<file path="config.mk">
export PLATFORM = sky130hd
export DESIGN_NAME = mips_alu_core
export DESIGN_NICKNAME = d
export VERILOG_FILES = /design/src/rtl/mips_pkg.sv /design/src/rtl/mips_alu.sv /design/src/rtl/mips_alu_core.sv
export SDC_FILE = /design/constraint.sdc
export NUM_CORES = 1
export LEC_CHECK = 0
export ABC_AREA = 0
export CAP_MARGIN = 20
export CORE_MARGIN = 3
export CORE_UTILIZATION = 28
export CTS_CLUSTER_DIAMETER = 30
export CTS_CLUSTER_SIZE = 30
export DETAILED_ROUTE_END_ITERATION = 7
export PLACE_DENSITY = 0.8
export SETUP_SLACK_MARGIN = 0.05
export SYNTH_ARGS = -nofsm -noshare
export SYNTH_HDL_FRONTEND = slang
export SYNTH_SLANG_ARGS = --single-unit
</file>
<file path="constraint.sdc">
create_clock -name clock -period 1.2 [get_ports clock]
set_input_delay 0.18 -clock clock [delete_from_list [all_inputs] [get_ports clock]]
set_output_delay 0.18 -clock clock [all_outputs]
set_load 0.02 [all_outputs]
</file>
<file path="src/rtl/mips_pkg.sv">
// ---------------------------------------------------------------------------
// mips_pkg
//   Shared definitions for the single-cycle MIPS-I integer subset core:
//   opcode and funct encodings, the ALU operation enum, and the decoded
//   control bundle passed from the decoder to the datapath.
//
//   Optional feature macro: MIPS_SHIFT_EN (enables sll/srl decoding in
//   mips_alu_core). The encodings below are always defined.
// ---------------------------------------------------------------------------
package mips_pkg;

  // Primary opcodes (instr[31:26])
  localparam logic [5:0] OP_RTYPE = 6'h00;
  localparam logic [5:0] OP_BEQ   = 6'h04;
  localparam logic [5:0] OP_ADDI  = 6'h08;
  localparam logic [5:0] OP_ANDI  = 6'h0C;
  localparam logic [5:0] OP_ORI   = 6'h0D;
  localparam logic [5:0] OP_LW    = 6'h23;
  localparam logic [5:0] OP_SW    = 6'h2B;

  // R-type function codes (instr[5:0])
  localparam logic [5:0] FN_SLL   = 6'h00;
  localparam logic [5:0] FN_SRL   = 6'h02;
  localparam logic [5:0] FN_ADD   = 6'h20;
  localparam logic [5:0] FN_SUB   = 6'h22;
  localparam logic [5:0] FN_AND   = 6'h24;
  localparam logic [5:0] FN_OR    = 6'h25;
  localparam logic [5:0] FN_NOR   = 6'h27;
  localparam logic [5:0] FN_SLT   = 6'h2A;

  // ALU_ZERO is what undecodable instructions select, so their visible
  // ALU result is 0.
  typedef enum logic [3:0] {
    ALU_ZERO = 4'd0,
    ALU_ADD  = 4'd1,
    ALU_SUB  = 4'd2,
    ALU_AND  = 4'd3,
    ALU_OR   = 4'd4,
    ALU_NOR  = 4'd5,
    ALU_SLT  = 4'd6,
    ALU_SLL  = 4'd7,
    ALU_SRL  = 4'd8
  } alu_op_t;

  // Decoded control for one instruction. All-zero is a NOP.
  typedef struct packed {
    alu_op_t alu_op;
    logic    alu_src_imm;  // ALU operand b is the extended immediate
    logic    imm_zext;     // zero- rather than sign-extend the immediate
    logic    dst_rd;       // destination register is rd (else rt)
    logic    reg_write;
    logic    mem_read;
    logic    mem_write;
    logic    branch;       // beq: taken when the ALU difference is zero
  } ctrl_t;

endpackage

</file>
<file path="src/rtl/mips_alu.sv">
// ---------------------------------------------------------------------------
// mips_alu
//   Purely combinational 32-bit ALU for the MIPS subset core.
//
//   Ports
//     a_i       in  32  operand a (rs value)
//     b_i       in  32  operand b (rt value or extended immediate)
//     shamt_i   in   5  shift amount for sll/srl (applied to b_i)
//     alu_op_i  in   -  operation select (mips_pkg::alu_op_t)
//     result_o  out 32  result; 0 for ALU_ZERO and unused encodings
//     zero_o    out  1  result_o == 0
// ---------------------------------------------------------------------------
module mips_alu
  import mips_pkg::*;
(
  input  logic [31:0] a_i,
  input  logic [31:0] b_i,
  input  logic [4:0]  shamt_i,
  input  alu_op_t     alu_op_i,
  output logic [31:0] result_o,
  output logic        zero_o
);

  // NOTE: a default assignment ahead of the case keeps every path driven,
  // so no latch is inferred for result_o.
  always_comb begin
    result_o = '0;
    case (alu_op_i)
      ALU_ADD: result_o = a_i + b_i;
      ALU_SUB: result_o = a_i - b_i;
      ALU_AND: result_o = a_i & b_i;
      ALU_OR:  result_o = a_i | b_i;
      ALU_NOR: result_o = ~(a_i | b_i);
      ALU_SLT: result_o = {31'd0, ($signed(a_i) < $signed(b_i))};
      ALU_SLL: result_o = b_i << shamt_i;
      ALU_SRL: result_o = b_i >> shamt_i;
      default: result_o = '0;
    endcase
  end

  assign zero_o = (result_o == 32'd0);

endmodule

</file>
<file path="src/rtl/mips_alu_core.sv">
// ---------------------------------------------------------------------------
// mips_alu_core
//   Single-cycle MIPS-I integer subset core: instruction ROM, 32x32 register
//   file, ALU (mips_alu) and data RAM. One instruction retires on every
//   rising clock edge; register write, RAM write and PC update share that
//   edge. Supported: add sub and or nor slt addi andi ori lw sw beq.
//   Anything else is a NOP (PC+4, no writes, ALU result 0).
//
//   Optional feature macro: MIPS_SHIFT_EN
//     defined   : sll (funct 0x00) and srl (funct 0x02) are decoded.
//                 32'h0 stays a NOP because writes to $0 are dropped.
//     undefined : funct 0x00/0x02 decode as unknown -> NOP.
//
//   Parameters
//     IMEM_DEPTH  instruction words (power of two); index = pc[log2+1:2]
//     DMEM_DEPTH  data words (power of two); index = addr[log2+1:2]
//     IMEM_FILE   name of the ROM image the environment loads into
//                 imem_rom at time 0; unloaded words read as 0 (NOP)
//
//   Ports
//     clock         in   1  sole clock, rising edge active
//     reset_n       in   1  asynchronous active-low reset
//     pc_o          out 32  PC of the instruction currently executing
//     instr_o       out 32  instruction word at pc_o
//     alu_result_o  out 32  combinational ALU result of that instruction
//     zero_o        out  1  alu_result_o == 0
// ---------------------------------------------------------------------------
module mips_alu_core
  import mips_pkg::*;
#(
  parameter int    IMEM_DEPTH = 64,
  parameter int    DMEM_DEPTH = 64,
  parameter string IMEM_FILE  = "imem.hex"
) (
  input  logic        clock,
  input  logic        reset_n,
  output logic [31:0] pc_o,
  output logic [31:0] instr_o,
  output logic [31:0] alu_result_o,
  output logic        zero_o
);

  localparam int          IAW     = $clog2(IMEM_DEPTH);
  localparam int          DAW     = $clog2(DMEM_DEPTH);
  // PC wraps modulo the instruction space in bytes.
  localparam logic [31:0] PC_MASK = 32'(IMEM_DEPTH * 4 - 1);

  // -------------------------------------------------------------------------
  // Storage
  // -------------------------------------------------------------------------
  logic [31:0] imem_rom [IMEM_DEPTH];
  logic [31:0] dmem_q   [DMEM_DEPTH];
  logic [31:0] rf_q     [32];
  logic [31:0] pc_q;
  logic [31:0] pc_d;

  // -------------------------------------------------------------------------
  // Fetch and field extraction
  // -------------------------------------------------------------------------
  logic [31:0] instr;
  logic [5:0]  opcode;
  logic [5:0]  funct;
  logic [4:0]  rs;
  logic [4:0]  rt;
  logic [4:0]  rd;
  logic [4:0]  shamt;
  logic [15:0] imm;

  assign instr  = imem_rom[pc_q[IAW+1:2]];
  assign opcode = instr[31:26];
  assign rs     = instr[25:21];
  assign rt     = instr[20:16];
  assign rd     = instr[15:11];
  assign shamt  = instr[10:6];
  assign funct  = instr[5:0];
  assign imm    = instr[15:0];

  // -------------------------------------------------------------------------
  // Decode
  // -------------------------------------------------------------------------
  ctrl_t ctrl;

  always_comb begin
    ctrl = '0;
    case (opcode)
      OP_RTYPE: begin
        ctrl.dst_rd    = 1'b1;
        ctrl.reg_write = 1'b1;
        case (funct)
          FN_ADD: ctrl.alu_op = ALU_ADD;
          FN_SUB: ctrl.alu_op = ALU_SUB;
          FN_AND: ctrl.alu_op = ALU_AND;
          FN_OR:  ctrl.alu_op = ALU_OR;
          FN_NOR: ctrl.alu_op = ALU_NOR;
          FN_SLT: ctrl.alu_op = ALU_SLT;
`ifdef MIPS_SHIFT_EN
          FN_SLL: ctrl.alu_op = ALU_SLL;
          FN_SRL: ctrl.alu_op = ALU_SRL;
`endif
          // Unknown funct: suppress the write; alu_op stays ALU_ZERO.
          default: ctrl.reg_write = 1'b0;
        endcase
      end
      OP_ADDI: begin
        ctrl.alu_op      = ALU_ADD;
        ctrl.alu_src_imm = 1'b1;
        ctrl.reg_write   = 1'b1;
      end
      OP_ANDI: begin
        ctrl.alu_op      = ALU_AND;
        ctrl.alu_src_imm = 1'b1;
        ctrl.imm_zext    = 1'b1;
        ctrl.reg_write   = 1'b1;
      end
      OP_ORI: begin
        ctrl.alu_op      = ALU_OR;
        ctrl.alu_src_imm = 1'b1;
        ctrl.imm_zext    = 1'b1;
        ctrl.reg_write   = 1'b1;
      end
      OP_LW: begin
        ctrl.alu_op      = ALU_ADD;
        ctrl.alu_src_imm = 1'b1;
        ctrl.mem_read    = 1'b1;
        ctrl.reg_write   = 1'b1;
      end
      OP_SW: begin
        ctrl.alu_op      = ALU_ADD;
        ctrl.alu_src_imm = 1'b1;
        ctrl.mem_write   = 1'b1;
      end
      OP_BEQ: begin
        ctrl.alu_op = ALU_SUB;
        ctrl.branch = 1'b1;
      end
      default: ctrl = '0;
    endcase
  end

  // -------------------------------------------------------------------------
  // Execute
  // -------------------------------------------------------------------------
  logic [31:0]    rs_val;
  logic [31:0]    rt_val;
  logic [31:0]    imm_ext;
  logic [31:0]    alu_b;
  logic [31:0]    alu_result;
  logic           alu_zero;
  logic [DAW-1:0] dmem_idx;
  logic [31:0]    wb_data;
  logic [4:0]     wb_addr;
  logic           branch_taken;
  logic [31:0]    pc_plus4;
  logic [31:0]    br_target;

  // Asynchronous reads of the state at the start of the cycle, so a
  // same-cycle write to the same register is only seen next cycle.
  // rf_q[0] is cleared by reset and never written, so $0 always reads 0.
  assign rs_val  = rf_q[rs];
  assign rt_val  = rf_q[rt];

  assign imm_ext = ctrl.imm_zext ? {16'h0000, imm} : {{16{imm[15]}}, imm};
  assign alu_b   = ctrl.alu_src_imm ? imm_ext : rt_val;

  mips_alu u_alu (
    .a_i      (rs_val),
    .b_i      (alu_b),
    .shamt_i  (shamt),
    .alu_op_i (ctrl.alu_op),
    .result_o (alu_result),
    .zero_o   (alu_zero)
  );

  // Byte-offset bits are dropped and high bits wrap modulo DMEM_DEPTH.
  assign dmem_idx     = alu_result[DAW+1:2];
  assign wb_data      = ctrl.mem_read ? dmem_q[dmem_idx] : alu_result;
  assign wb_addr      = ctrl.dst_rd ? rd : rt;

  assign branch_taken = ctrl.branch & alu_zero;
  assign pc_plus4     = pc_q + 32'd4;
  assign br_target    = pc_plus4 + {imm_ext[29:0], 2'b00};
  assign pc_d         = (branch_taken ? br_target : pc_plus4) & PC_MASK;

  // -------------------------------------------------------------------------
  // State update
  // -------------------------------------------------------------------------
  // NOTE: sequential state uses non-blocking assignments so every register
  // samples the pre-edge values, which is what gives the single-cycle
  // read-old/write-new behaviour.
  always_ff @(posedge clock or negedge reset_n) begin
    if (!reset_n) begin
      pc_q <= '0;
      for (int i = 0; i < 32; i++) begin
        rf_q[i] <= '0;
      end
    end else begin
      pc_q <= pc_d;
      if (ctrl.reg_write && (wb_addr != 5'd0)) begin
        rf_q[wb_addr] <= wb_data;
      end
    end
  end

  // NOTE: data RAM has no reset so it maps onto plain memory; the reset_n
  // term only blocks a store from an instruction aborted by reset.
  always_ff @(posedge clock) begin
    if (reset_n && ctrl.mem_write) begin
      dmem_q[dmem_idx] <= rt_val;
    end
  end

  // -------------------------------------------------------------------------
  // Debug outputs
  // -------------------------------------------------------------------------
  assign pc_o         = pc_q;
  assign instr_o      = instr;
  assign alu_result_o = alu_result;
  assign zero_o       = alu_zero;

endmodule

</file>
==> results.cfg <==
[logic_synthesis]
ys_types = 10
netlist_area_um2 = 918
yosysSeqAreaShare = 0.163
yosysTopAreaCell = buf_4
syn-instance-count = 108
ys_ff_latch = 6
yosys.area_share.xor_xnor = 0.0381
synth_top_family_by_area = buffers and inverters
synth_mux_area_frac = 0
synth_area_per_cell_um2 = 8.50
synthAdderAreaFrac = 0.0136
ys_top_cells_by_area = buf_4 74%, dfrtp_1 16%, xnor2_1 1.9%
yosysTopAreaCellShare = 0.744
synth-compound-area-share = 0
synthSimpleGateAreaFrac = 0.0286
yosys_warnings = 0

[global_route]
grt_pass1_vias = 193
grt_overflow = 0
track_usage = 0.0305
grt_max_degree = 7
antenna_found_initial = 0
grt_pass1_wl_um = 924

[die]
dieArea_mm2 = 0.00400
die_w_um = 63.3
die_h_um = 63.3
pin_count = 99
std_cell_rows = 20
coreArea_mm2 = 0.00310
initial_core_util = 0.296

[power_and_ir_drop]
power.density_mw_per_mm2 = 870
power_leakage_nw = 0.485
ir_worst_vdd_mv = 0.182

[setup_path]
r2r_slack_ns = 0.22
slowest_delay_ns = 0.38
cp.arrival_ns = 0.94
path_delay_family = flip-flops
slowest_stage = dfrtp_1
crit_chain = clkdlybuf4s15_1
start_kind = flop
criticalPathCategory = reg2out
setup.worst_path.end_class = primary output
critPathBufInv = 1
r2r-start = pc_o[3]
timing.rr.end = pc_o[6]
cp_max_fo = 4
reg2reg_depth = 4
cp.required_ns = 1.02

[finish]
drive_above_1_share = 0.0750
final_common_cell = conb_1
areaGrowthSynthToFinish_pct = -19.2
diodes = 0
final_util = 0.239
final_cell_mix = 91 x conb_1, 6 x dfrtp_1, 4 x dlygate4sd2_1, 4 x buf_4, 3 x clkbuf_4
fin_area_um2 = 742
layout.nets = 125
largest_register_ffs = 6

[placed_design]
dp_hpwl_um = 897
portBuffers = 7
gp_congestion = 0.597
placed_cell_area_um2 = 724

[sta]
finClkSkew_ns = 0.00541
hold_viol_final = 0
drv_slew = 0
fin_setup_tns_ns = 0
setup_viol = 0
rsz0062_at_grt = true
period_needed_ns = 1.12
timing.final.crit_share = 0.937
fmaxAchievable_mhz = 890

[hold_path]
hp-class = in2async

[drt]
vias = 384
vias_per_cell = 2.34
drc_errors = 0
drtPass1Iterations = 1
first_iter_violations = 0
drt-total-wl_um = 942
wl_per_cell_um = 5.74
ant_nets = 0

[clock_network]
numClockSinks = 6
cts_tree = done
clkSlewWorstSetupHoldPaths_ns = 0.05
cts.path.max_buffers = 2
clock_latency_ns = 0.24
numCtsBuffers = 3
cts.htree.levels = 1
cts_root_buffer = clkbuf_4

[run_status]
status = finished, final reports clean

[run]
maxCapViolCount = 0
-- cells in the mapped netlist, drive strengths merged --
| master | instances |
|---|---|
| and3 | 1 |
| buf | 91 |
| conb | 2 |
| dfrtp | 6 |
| ha | 1 |
| inv | 1 |
| nand3 | 2 |
| xnor2 | 2 |
| xor2 | 2 |
-- where the power goes --
part	internal (W)	switching (W)
clock	0.000113	0.0000687
combinational	0.00000289	0.000258
sequential	0.000203	0
total	0.000319	0.000327
-- metrics by stage --
step                      hold WS [ns]  total power, W  cells  setup slack [ns]
after floorplan                 -0.116        0.000680    197             0.160
after global placement           0.431        0.000458    161            0.0428
after detailed placement         0.438        0.000459    161            0.0210
after CTS                        0.180        0.000646    164            0.0343
after global routing             0.199        0.000680    164            0.0421
final                            0.178        0.000645    164            0.0761
-- worst max path at each step --
stage                     endpoint     from  slack, ns  depth (start not counted)
after CTS                  pc_o[2]  pc_o[2]       0.03                          1
final                      pc_o[2]  pc_o[2]       0.08                          1
after floorplan            pc_o[7]  pc_o[4]       0.16                          3
after detailed placement   pc_o[2]  pc_o[2]       0.02                          1
after global placement     pc_o[2]  pc_o[2]       0.04                          1
after global routing       pc_o[2]  pc_o[2]       0.04                          1
-- logic make-up after synthesis --
family        after synthesis
buf+inv                    92
flops                       6
xor+xnor                    4
simple gates                3
other cells                 2
fa+ha+maj                   1
-- area by class of cell --
type                    instances  area (µm²)
flip-flops and latches          6         150
well taps                      44        55.1
inverters                       1        3.75
clock buffers                   3        22.5
fillers                       337        2360
multi-input cells              99         415
repair buffers                 11        95.1
-- per-layer routing --
metal  share of wire  up-vias  global-route usage  routed length (µm)
met5               0        -                   0                   0
met4               0        0             0.00809                   0
met3            0.25        0              0.0232                 237
met2            0.54       53              0.0567                 509
met1            0.21      162              0.0249                 195
li1                -      169                   -                   -
-- what timing repair did --
item,4_1_cts,5_1_grt
endpoints found under the setup margin,6,2
setup buffers,0,0
hold buffers,0,0
resized for setup,6,2
Power figures use the tool's default switching activity.
